## config.mk

```make
export PLATFORM = sky130hd
export DESIGN_NAME = r2r_pwm_decoder
export DESIGN_NICKNAME = d
export VERILOG_FILES = /design/src/rtl/r2r_pwm_decoder.sv
export SDC_FILE = /design/constraint.sdc
export NUM_CORES = 1
export LEC_CHECK = 0
export BUFFER_PORTS_ARGS = -buffer_cell sky130_fd_sc_hd__buf_2
export CAP_MARGIN = 20
export CORE_MARGIN = 3
export CORE_UTILIZATION = 53
export CTS_CLUSTER_DIAMETER = 150
export DETAILED_ROUTE_END_ITERATION = 8
export MAX_ROUTING_LAYER = met4
export PLACE_DENSITY_LB_ADDON = 0.3
export SETUP_SLACK_MARGIN = 0.5
export SLEW_MARGIN = 20
export SYNTH_ARGS = -nofsm -noshare
export SYNTH_HDL_FRONTEND = slang
export SYNTH_SLANG_ARGS = --single-unit
```

## constraint.sdc

```tcl
create_clock -name clk -period 2.8 [get_ports clk]
set_input_delay 0.28 -clock clk [delete_from_list [all_inputs] [get_ports clk]]
set_output_delay 0.28 -clock clk [all_outputs]
set_load 0.05 [all_outputs]
```

## src/rtl/r2r_pwm_decoder.sv

```systemverilog
// r2r_pwm_decoder: rebuilds the {r2r, pwm duty} DAC word from the DAC outputs, one frame at a time
// Ports: clk, rstn (async active-low); frame_sync marks cycle 0 of each frame; r2r_in is the R2R code;
// pwm_in is the PWM bit; val_valid pulses one cycle when val_out = {r2r, duty} updates;
// locked is high while syncs arrive every 2**PWM_BITS cycles; frame_err pulses on an early or missing sync;
// sat is set with val_out when the duty count reaches N and is clipped to N-1.
// Option R2R_PWM_DEC_STABLE_CHK_EN adds r2r_err, published with val_out, set when r2r_in moved mid-frame.
module r2r_pwm_decoder #(
  parameter int R2R_BITS = 4,
  parameter int PWM_BITS = 12
) (
  input  logic                         clk,
  input  logic                         rstn,
  input  logic                         frame_sync,
  input  logic [R2R_BITS-1:0]          r2r_in,
  input  logic                         pwm_in,
  output logic                         val_valid,
  output logic [R2R_BITS+PWM_BITS-1:0] val_out,
  output logic                         locked,
  output logic                         frame_err,
  output logic                         sat
`ifdef R2R_PWM_DEC_STABLE_CHK_EN
  ,
  output logic                         r2r_err
`endif
);
  localparam logic [PWM_BITS-1:0] LAST = '1;
  localparam logic [PWM_BITS:0] FULL = {1'b1, {PWM_BITS{1'b0}}};
  typedef enum logic {IDLE, ACQ} state_t;
  state_t state;
  logic [PWM_BITS-1:0] pos;
  logic [PWM_BITS:0] hcnt, fin;
  logic [R2R_BITS-1:0] r2r_cap;
  logic start;
`ifdef R2R_PWM_DEC_STABLE_CHK_EN
  logic moved;
`endif
  assign fin = hcnt + {{PWM_BITS{1'b0}}, pwm_in};
  // pos is the index of the current cycle; pos==0 while in ACQ is the expected sync slot after a publish
  assign start = frame_sync && (state == IDLE || pos != LAST);
  always_ff @(posedge clk or negedge rstn) begin
    if (!rstn) begin
      state     <= IDLE;
      pos       <= '0;
      hcnt      <= '0;
      r2r_cap   <= '0;
      val_valid <= 1'b0;
      val_out   <= '0;
      locked    <= 1'b0;
      frame_err <= 1'b0;
      sat       <= 1'b0;
`ifdef R2R_PWM_DEC_STABLE_CHK_EN
      moved     <= 1'b0;
      r2r_err   <= 1'b0;
`endif
    end else begin
      val_valid <= 1'b0;
      frame_err <= 1'b0;
      if (start) begin
        state   <= ACQ;
        pos     <= PWM_BITS'(1);
        r2r_cap <= r2r_in;
        hcnt    <= {{PWM_BITS{1'b0}}, pwm_in};
`ifdef R2R_PWM_DEC_STABLE_CHK_EN
        moved   <= 1'b0;
`endif
        if (state == ACQ) begin
          locked    <= pos == '0;
          frame_err <= pos != '0;
        end
      end else if (state == ACQ) begin
        if (pos == '0) begin
          state     <= IDLE;
          locked    <= 1'b0;
          frame_err <= 1'b1;
        end else begin
          pos  <= pos + 1'b1;
          hcnt <= fin;
`ifdef R2R_PWM_DEC_STABLE_CHK_EN
          moved <= moved | (r2r_in != r2r_cap);
`endif
          if (pos == LAST) begin
            val_valid <= 1'b1;
            sat       <= fin == FULL;
            val_out   <= {r2r_cap, fin == FULL ? LAST : fin[PWM_BITS-1:0]};
`ifdef R2R_PWM_DEC_STABLE_CHK_EN
            r2r_err   <= moved | (r2r_in != r2r_cap);
`endif
          end
        end
      end
    end
  end
endmodule

```

# Word level (Yosys, flattened, before mapping)
# Cells that the tools add are included.
[word_totals]
ff_bits = 50
input_bits = 8
out_inout_bits = 20
[op_classes]
addsub = 2
eq_ne = 4
muxes = 22
bitwise_logic = 3
reduce_logical = 9
[ops]
columns = ["cell", "n"]
rows = [
  ["$mux W12", 4],
  ["$mux W13", 3],
  ["$mux W1", 15],
  ["$add A13 B1 Y13", 1],
  ["$eq A13 B13 Y1 const B", 1],
  ["$add A12 B1 Y12 const B", 1],
  ["$eq A12 B12 Y1 const B", 1],
  ["$logic_not A12 Y1", 1],
  ["$ne A12 B12 Y1 const B", 1],
  ["$reduce_bool A12 Y1", 1],
  ["$reduce_and A2 Y1", 2],
  ["$reduce_and A4 Y1", 1],
  ["$reduce_bool A2 Y1", 2],
  ["$not A1 Y1", 3],
  ["$ne A2 B2 Y1 const B", 1],
  ["$logic_and A1 B1 Y1", 1],
  ["$logic_or A1 B1 Y1", 1],
]

# Longest topological paths before layout
# Gate-level depths: netlist (run 1).
[depth]
depth_word = 5
mapped_depth = 12
mapped_depth_nobuf = 11

# Least setup slack after synthesis (run 1)
# Ideal clock, no wire load.
[synth_timing]
path_kind = "reg2reg"
startpoint = "reg pos[0]"
endpoint = "reg val_out[10]"
t_arrival_ns = 2.590
t_required_ns = 2.734
path_slack_ns = 0.144
path_stages_with_launch = 12
n_path_buf = 3
path_cell_list = "dfrtp_1 > ha_1 > nand3_1 > o41ai_4 > buf_2 > ha_1 > clkdlybuf4s15_1 > nor4b_1 > o311a_2 > o2111ai_4 > buf_6 > nand2_1"
[synth_between]
elab_chain_cells = 5
[synth_lines]
columns = ["element", "line", "source"]
rows = [
  ["start: declaration", "30", "logic [PWM_BITS-1:0] pos;"],
  ["start signal: assignment", "76", "pos <= pos + 1'b1;"],
  ["$ne A12 B12 Y1", "39", "assign start = frame_sync && (state == IDLE || pos != LAST);"],
  ["$logic_or A1 B1 Y1", "39", ""],
  ["$logic_and A1 B1 Y1", "39", ""],
  ["$not A1 Y1 (no source line)", "-", ""],
  ["$reduce_and A4 Y1 (no source line) *", "-", ""],
  ["end signal: assignment", "84", "val_out <= {r2r_cap, fin == FULL ? LAST : fin[PWM_BITS-1:0]};"],
  ["end: declaration", "17", "output logic [R2R_BITS+PWM_BITS-1:0] val_out,"],
]
# Every way passes the cells marked *; elsewhere a longest branch is shown, timed or not.
# A chain may end at the register's enable or synchronous reset.

# Worst setup path in the final report (run 1)
[layout_timing]
startpoint = "reg pos[0]"
endpoint = "reg val_out[13]"
# Same word-level chain as after synthesis.

==> reports/qor.txt, run 1 <==
Outcome - finished, final reports clean
Slowest CP cell - dfrtp_1
Nets - 340
Crit-path cells - buf_6, inv_6, ha_4, nor4b_4, nand3_2, buf_6, ha_4, buf_4, nand2_4, mux2_2
Initial antenna violation count - 0
Pins Over Slew Limit - 0
Die area - 6180 um2
P_leak - 1.73 nW
Die Y - 78.6 um
Routed wire length - 6.22 mm
Hpwl dp - 3.95 mm
Syn nets - 294
CP arrival - 2470 ps
Synth unique cells - 54
Num CTS Buffers - 5
Max Fanout on Critical Path - 19
DRC violation count after routing - 0
Clk sinks - 50
Max Clock Freq - 441 MHz
Critical Path Stages - 10
RSZ-0062 raised after global routing - true
Seq cells post-synth - 50
DP Cell Count - 362
First-pass GRT wire length - 10.5 mm
Worst slew pin tran - 703 ps
Final setup violation count - 0
Flop-to-flop setup slack - 530 ps
Mapped Cells - 279
Die W - 78.6 um
MaxCap Viol Count - 0
CP startpoint kind - flop
Total GRT Usage - 21.8%
Yosys warning total - 0
P&R area growth vs syn - 24.0%
Antenna-violating nets left - 0
Hold crit path type - in -> reg
WHS Path Cells - 3
Post-synth EDFFs - 0
Setup_tns - 0 ps
Clock transition at path regs - 90 ps
Crit end category - flop
CP max stage delay - 430 ps
Maximum vdd ir drop - 392 uV
Max_slew headroom - 53.0%
Delay-heaviest family, CP - simple AND/OR/NAND/NOR gates
I/O pins - 28
Fillers - 379
Synthesized area - 2790 um2
Critical path buffer and inverter count - 4
Multi-input gate area - 1560 um2
Setup CP Type - reg -> reg
Final min period - 2270 ps
Post-DP Area - 2990 um2
CORE AREA - 4910 um2
Share of layout cells above drive strength 1 - 36.5%
Worst-Skew Late Latency - 310 ps
Final Cell Area - 3460 um2
Largest net degree at the start of global routing - 28
Max clock buf depth - 2
Register area share after synthesis - 44.8%
PwrDens - 639 nW/um2
WL per Instance - 15.8 um
CTS tree - yes
Via count - 2,261
CP required - 3000 ps
Most used DFF post-synth - dfrtp_1
GRT Residual Overflow - 0
Number of global-route vias before repair - 2,239
Syn_area_per_cell - 10.0 um2
Clock Root Buffer - clkbuf_8
FF+latch area - 1260 um2
Starting DRT DRC Count - 180
# rows - 25
Ant. Diodes - 0
H-tree Lvls - 2
Clock Skew - 10.2 ps
Fin util - 70.5%
Fin cells - 393
FF-to-FF path depth - 10
DR vias/cell - 5.75
Routability cong. - 0.842
PortBufs - 27
Period utilization - 80.9%
Starting density of the core - 56.9%
Share of flip-flops with an asynchronous set or reset - 100%
Final Hold Violating Endpoints - 0
Drt pass-1 iters - 4
==> area by class of cell <==
| cell class | instances | area share (%) |
|---|---|---|
| clock buffer | 6 | 2.38 |
| clock inverter | 2 | 1.73 |
| multi-input combinational | 204 | 45.1 |
| tap | 67 | 2.42 |
| inverter | 8 | 1.01 |
| sequential | 50 | 36.4 |
| timing repair buffer | 56 | 10.9 |
==> Yosys cell counts, types with 5 or more instances <==
master	count	area (um2)
and4_1	6	52.6
buf_2	7	35.0
dfrtp_1	50	1250
ha_1	7	87.6
inv_1	7	26.3
mux2_2	5	56.3
mux2i_1	7	70.1
nand2_1	50	188
nand3_1	14	70.1
nor2_1	17	63.8
nor3_1	5	25.0
o21ai_0	11	55.1
o21ai_1	7	35.0
o31ai_1	7	52.6
xnor2_1	5	43.8
xor2_1	12	105
==> metrics by stage <==
stage	total power [mW]	setup slack, ps	hold WS (ps)
finish	2.21	534	156
floorplan	1.23	491	-15.6
CTS	2.07	454	150
global route	2.32	415	164
detailed placement	1.35	364	330
global placement	1.33	419	325
==> worst paths after layout <==
kind / endpoint / startpoint
max: val_out[13] / pos[0]
min reg2reg: sat / sat
max in group asynchronous: hcnt[7] / rstn
max reg2reg: val_out[13] / pos[0]
min: r2r_cap[3] / r2r_in[3]
min in group asynchronous: pos[9] / rstn
==> cell usage in the layout (no fill, tap or decap), types with 8 or more instances in the layout <==
cell	count
buf_2	27
xor2_1	12
dfrtp_1	42
nand2_1	44
nand3_1	11
buf_4	22
nor2_1	17
dfrtp_2	8
o21ai_0	11
==> metal layers <==
metal / up-vias / track usage (%) / part of all wire (%)
met5: - / - / 0
met4: 0 / 9.27 / 2.7
met3: 16 / 3.21 / 3.5
met2: 57 / 33.8 / 49
met1: 1109 / 28.8 / 45
li1: 1079 / - / -
==> worst register-to-register path, stage by stage, from the launching register on <==
cell     delay, ps
dfrtp_1        430
buf_6          150
inv_6           60
ha_4           120
nor4b_4        190
nand3_2        140
buf_6          160
ha_4           170
buf_4          140
nand2_4        210
mux2_2         370
==> flip-flops by register name, indices dropped and copies added (netlist names), 4 cells and up <==
| register | count |
|---|---|
| val_out | 16 |
| hcnt | 13 |
| r2r_cap | 4 |
| pos | 12 |
==> report_power, final <==
group	internal [mW]	switching, mW
Sequential	0.782	0.0735
Clock	0.381	0.242
Combinational	0.338	0.397
Total	1.50	0.713
==> kinds of logic (layout without fill, tap and decap cells) <==
group                      after synthesis  in the layout  synth area share (%)
adders and majority gates                7              7                  3.13
DFF                                     50             50                  44.8
buffers and inverters                   25             72                  5.33
and+or+nand+nor                        121            121                  24.0
AOI/OAI and AO/OA                       47             47                  12.9
muxes                                   12             12                  4.52
xor gates and xnor gates                17             17                  5.33
==> what timing repair did <==
action                                  in CTS  in global routing
hold endpoints to repair                    15                  0
setup buffers                               12                 10
hold buffers                                 1                  0
pin swaps                                    6                 12
resized for setup                            9                 32
endpoints found under the setup margin      22                 32
Note: power is estimated with default switching activity, not from simulation.
==> run 2: changes to the inputs <==
- ABC_AREA: default -> 1
- CORE_UTILIZATION: 53 -> 58
- clock period: 2.8 -> 2.2 ns (I/O delays scaled with it)
==> run 2 against run 1 <==
  * Via count increased by 18%
  * Highest routed layer unchanged
  * Non-clock buffer count decreased by 1
  * Largest cell class unchanged
  * Hold slack got worse by 160 ps
  * Flip-flop and latch count unchanged
  * Combinational power increased by 84%
  * Sequential power increased by 29%
  * Clock power increased by 3.4%
  * Core utilization increased by 15 points
  * Synthesized cell count increased by 22%
  * Total power increased by 40%
  * Fmax increased by 4.7%
  * Sequential share of layout area decreased by 1.2 points
==> reports/qor.txt, run 2 <==
Outcome - finished, final reports clean
Share of flip-flops with an asynchronous set or reset - 100%
CP arrival - 2350 ps
Clk sinks - 50
Max clock buf depth - 2
Most used DFF post-synth - dfrtp_1
Fillers - 201
Area contributors post-synth - dfrtp_1 48%, nand2_1 11%, nor2_1 8.2%
Share of layout cells above drive strength 1 - 37.2%
Nets - 415
Register area share after synthesis - 47.9%
Hold crit path type - in -> async
Syn nets - 355
Maximum vdd ir drop - 936 uV
Most common cell after layout, fill and taps aside - nand2_1
Pins Over Slew Limit - 0
R2r startpoint - pos[1]
Top cell type's share of synthesized area - 47.9%
Final min period - 2160 ps
Yosys warning total - 0
CTS tree - yes
Yosys top cell by area - dfrtp_1
Antenna-violating nets left - 0
DRC violation count after routing - 0
Initial antenna violation count - 0
Number of global-route vias before repair - 2,360
Final Hold Violating Endpoints - 0
Number of flip-flops under the largest register name - 16
Top-count cell post-synth - nand2_1
Post-DP Area - 2900 um2
PwrDens - 867 nW/um2
CORE AREA - 4170 um2
Final Cell Area - 3560 um2
GRT Residual Overflow - 0
P&R area growth vs syn - 36.4%
Via count - 2,658
DR vias/cell - 5.89
Hpwl dp - 4.11 mm
Clock Skew - 7.46 ps
Die Y - 73.1 um
Top post-synthesis cells by count - 78 x nand2_1, 57 x nor2_1, 50 x dfrtp_1, 50 x inv_1, 22 x nand3_1
Setup CP Type - reg -> reg
H-tree Lvls - 2
Ant. Diodes - 0
FF-to-FF End - pos[11]
Final setup violation count - 0
Period utilization - 98.3%
Max Fanout on Critical Path - 4
Final worst slack - 36.5 ps
Seq cells post-synth - 50
Total GRT Usage - 25.6%
Worst-Skew Late Latency - 310 ps
MaxCap Viol Count - 0
Starting density of the core - 62.6%
Num CTS Buffers - 5
Largest Register - val_out
Syn_area_per_cell - 7.69 um2
Crit end category - flop
Fin Hold WS - 0.440 ps
Synthesized area - 2610 um2
Die W - 73.1 um
CP required - 2390 ps
FF-to-FF path depth - 15
Mapped Cells - 340
Largest net degree at the start of global routing - 51
Routability cong. - 0.895
Worst slew pin tran - 624 ps
RSZ-0062 raised after global routing - true
First-pass GRT wire length - 10.2 mm
Die area - 5350 um2
Synth unique cells - 27
Max_slew headroom - 58.4%
Clock transition at path regs - 90 ps
Max Clock Freq - 462 MHz
Drt pass-1 iters - 6
PortBufs - 27
Biggest registers after layout - val_out x16, hcnt x13, pos x12
CP startpoint kind - flop
Clock Root Buffer - clkbuf_8
WL per Instance - 17.8 um
Hold buffers post-CTS - 0
Flop-to-flop setup slack - 40 ps
I/O pins - 28
Most frequent cells in the layout - 69 x nand2_1, 48 x dfrtp_1, 42 x inv_1, 42 x nor2_1, 27 x buf_2
P_leak - 1.69 nW
Post-synth EDFFs - 0
Starting DRT DRC Count - 345
Routed wire length - 8.05 mm
Pre-CTS setup slack - -121 ps
# rows - 23
run 2: report_power, final:
group / leakage [nW] / switching [mW] / internal, mW
logic: 0.955 / 0.770 / 0.578
registers: 0.674 / 0.100 / 1.00
clock network: 0.0579 / 0.310 / 0.335
total: 1.69 / 1.18 / 1.91
run 2: kinds of logic after synthesis:
group | count (synthesis) | share of synthesized area, %
buf+inv | 56 | 8.28
simple gates | 188 | 31.7
compound gates | 35 | 7.42
flops | 50 | 47.9
xor+xnor | 4 | 1.34
fa+ha+maj | 7 | 3.35
run 2: worst max-delay path by stage:
| stage | from | end | slack, ps | cells after the start |
|---|---|---|---|---|
| floorplan | pos[0] | pos[6] | 120 | 14 |
| global placement | pos[0] | val_out[0] | 50 | 10 |
| detailed placement | pos[0] | sat | -120 | 10 |
| CTS | pos[0] | pos[10] | 180 | 15 |
| global route | hcnt[0] | val_out[2] | -80 | 12 |
| finish | pos[1] | pos[11] | 40 | 15 |
run 2: layout make-up:
cell class	count	area [um2]	area share (%)
Tap cell	50	62.6	1.76
Clock inverter	3	40.0	1.12
Inverter	52	203	5.69
Clock buffer	5	68.8	1.93
Multi-Input combinational cell	236	1530	42.9
Timing Repair Buffer	55	407	11.4
Sequential cell	50	1250	35.2
run 2: worst max-delay path, stage by stage, from the launching register on:
cell     delay, ps
dfrtp_1        440
ha_2           230
nand2_2         80
nor3_4          50
nand3_2        100
nand2_4         70
ha_4           160
inv_2           70
o21ai_4         90
nor2_4         140
inv_2           60
nor2_4         110
nand2_4         80
nor2_4          80
xor2_1         190
nor2_1          90
run 2: what timing repair did:
action | 4_1_cts | 5_1_grt
resized for setup | 19 | 71
setup buffers | 11 | 8
pin swaps | 14 | 26
gates cloned | 1 | 2
setup endpoints to repair | 48 | 47
run 2: through the flow:
stage / power (mW) / instances / utilization (%) / TNS, ps
after global routing: 3.23 / 451 / 85.4 / -190
after global placement: 1.79 / 421 / 69.5 / 0
after detailed placement: 1.81 / 421 / 69.5 / -411
after floorplan: 1.60 / 340 / - / 0
final: 3.09 / 451 / 85.4 / 0
after CTS: 2.59 / 441 / 76.2 / 0
run 2: metal layers:
layer  GRT usage [%]  part of all wire (%)  wire length, um  vias to the layer above
li1                -                     -                -                     1191
met1            31.3                    39             3150                     1300
met2            40.6                    49             3970                      129
met3            5.65                   7.2              583                       38
met4            11.1                   4.2              342                        0
met5               -                     0                0                        -
==> run 3: changes to the inputs <==
- CORE_ASPECT_RATIO: default -> 0.8
- CORE_MARGIN: 3 -> 5
- CORE_UTILIZATION: 58 -> 63
- clock period: 2.2 -> 2.57 ns (I/O delays scaled with it)
==> run 3 against run 2 <==
  * Clock power down 12%
  * Combinational power down 21%
  * Setup slack better by 190 ps
  * Flip-flop and latch count unchanged
  * Design area down 1.6%
  * Register-to-register slack better by 190 ps
  * Via count up 7.5%
  * Critical endpoint is now pos[6]
==> reports/qor.txt, run 3 (synthesis gave the netlist of run 2 again) <==
Outcome - finished, final reports clean
Final Hold Violating Endpoints - 0
First-pass GRT wire length - 11.5 mm
MaxCap Viol Count - 0
Flop-to-flop setup slack - 230 ps
CP arrival - 2540 ps
Period utilization - 91.0%
Clock Skew - 20.1 ps
Critical path launch point - state
DR vias/cell - 6.03
Starting density of the core - 63.8%
CORE AREA - 4100 um2
I/O pins - 28
Most frequent cells in the layout - 73 x nand2_1, 49 x dfrtp_1, 47 x nor2_1
Crit end category - flop
Clock network power share - 22.1%
Max Fanout on Critical Path - 6
Largest Register - val_out
Grt met1 use - 36.4%
Antenna-violating nets left - 0
RSZ-0062 raised after global routing - true
Power share of the sequential group - 36.6%
Die Y - 67.6 um
DRC violation count after routing - 0
Worst-Skew Late Latency - 320 ps
Clock Root Buffer - clkbuf_8
Worst slew pin tran - 645 ps
Power Total - 2.57 mW
Met2 Usage GRT - 42.8%
Number of flip-flops under the largest register name - 16
Fin Hold WS - 28.1 ps
Max_slew headroom - 57.0%
Max Clock Freq - 427 MHz
Routability cong. - 0.897
Total GRT Usage - 28.7%
Biggest registers after layout - val_out x16, hcnt x13, pos x12
Internal power - 1.60 mW
Maximum vdd ir drop - 553 uV
Via count - 2,858
FF-to-FF End - pos[6]
Most common cell after layout, fill and taps aside - nand2_1
Share of layout cells above drive strength 1 - 32.9%
Die area - 5550 um2
Final worst slack - 231 ps
Routed wire length - 8.67 mm
Nets - 431
Hpwl dp - 4.24 mm
Setup_tns - 0 ps
H-tree Lvls - 2
P_leak - 1.72 nW
Num CTS Buffers - 5
R2r startpoint - state
Ant. Diodes - 0
FF-to-FF path depth - 13
Pins Over Slew Limit - 0
Critical Path End - pos[6]
WL per Instance - 18.3 um
Final setup violation count - 0
Busiest grt layer - met2
Routing usage on met3 - 9.33%
CP startpoint kind - flop
PwrDens - 734 nW/um2
Starting DRT DRC Count - 416
Number of global-route vias before repair - 2,428
Drt pass-1 iters - 8
CTS tree - yes
CP required - 2770 ps
Sw power - 975 uW
Fillers - 220
Final min period - 2340 ps
Setup CP Type - reg -> reg
Largest net degree at the start of global routing - 51
Comb power frac - 41.3%
Hold crit path type - in -> async
Clock transition at path regs - 110 ps
Initial antenna violation count - 0
Sw Ratio - 37.9%
Die W - 82.0 um
Pre-CTS setup slack - 116 ps
# rows - 21
Hold buffers post-CTS - 0
PortBufs - 27
Max clock buf depth - 2
GRT Residual Overflow - 0
P&R area growth vs syn - 34.2%
Clk sinks - 50
==> run 3: layout make-up <==
type,count,area [um2],share of cell area [%]
multi-input combinational,235,1370,38.9
sequential,50,1250,35.7
timing repair buffer,72,500,14.3
inverter,52,209,5.96
tap,57,71.3,2.03
clock buffer,5,68.8,1.96
clock inverter,3,40.0,1.14
==> run 3: layer usage <==
| layer | share of wire [%] | wire length (um) |
|---|---|---|
| met4 | 6.2 | 537 |
| met1 | 38 | 3290 |
| met2 | 45 | 3870 |
| met5 | 0 | 0 |
| met3 | 11 | 973 |
==> run 3: what timing repair did <==
item,in CTS,in global routing
pin swaps,15,19
cloned,2,1
setup endpoints to repair,41,30
setup buffers,22,17
gates resized for setup,27,37
==> run 3: critical path, stage by stage, from the launching register on <==
cell      delay, ps
dfrtp_1         530
inv_1           130
nor3_1          280
nand3_2         170
nand2_4         130
ha_4            150
inv_2            50
o21ai_4         100
clkinv_4        130
nand3_4         100
nor2_4           50
or2_1           220
nand3_1         120
inv_1            70
==> run 3: power by group through the flow <==
stage               combinational (mW)  sequential, mW  clock, mW
global route                      1.12           0.947      0.593
CTS                              0.787           0.922      0.551
global placement                 0.550           0.933          0
floorplan                        0.366           0.974          0
detailed placement               0.565           0.938          0
finish                            1.06           0.942      0.569
==> run 3: through the flow <==
step / utilization (%) / instance area, um2 / cells
2_1_floorplan: - / 2650 / 340
3_3_place_gp: 69.9 / 2860 / 424
3_5_place_dp: 69.9 / 2860 / 424
4_1_cts: 79.3 / 3250 / 456
5_1_grt: 85.6 / 3510 / 474
6_report: 85.6 / 3510 / 474
==> run 3: worst min path at each step <==
stage                 to  from  cells after the start
2_1_floorplan  frame_err  rstn                      0
3_3_place_gp      pos[7]  rstn                      2
3_5_place_dp      pos[5]  rstn                      2
4_1_cts          hcnt[1]  rstn                      2
5_1_grt          hcnt[1]  rstn                      2
6_report         hcnt[1]  rstn                      2
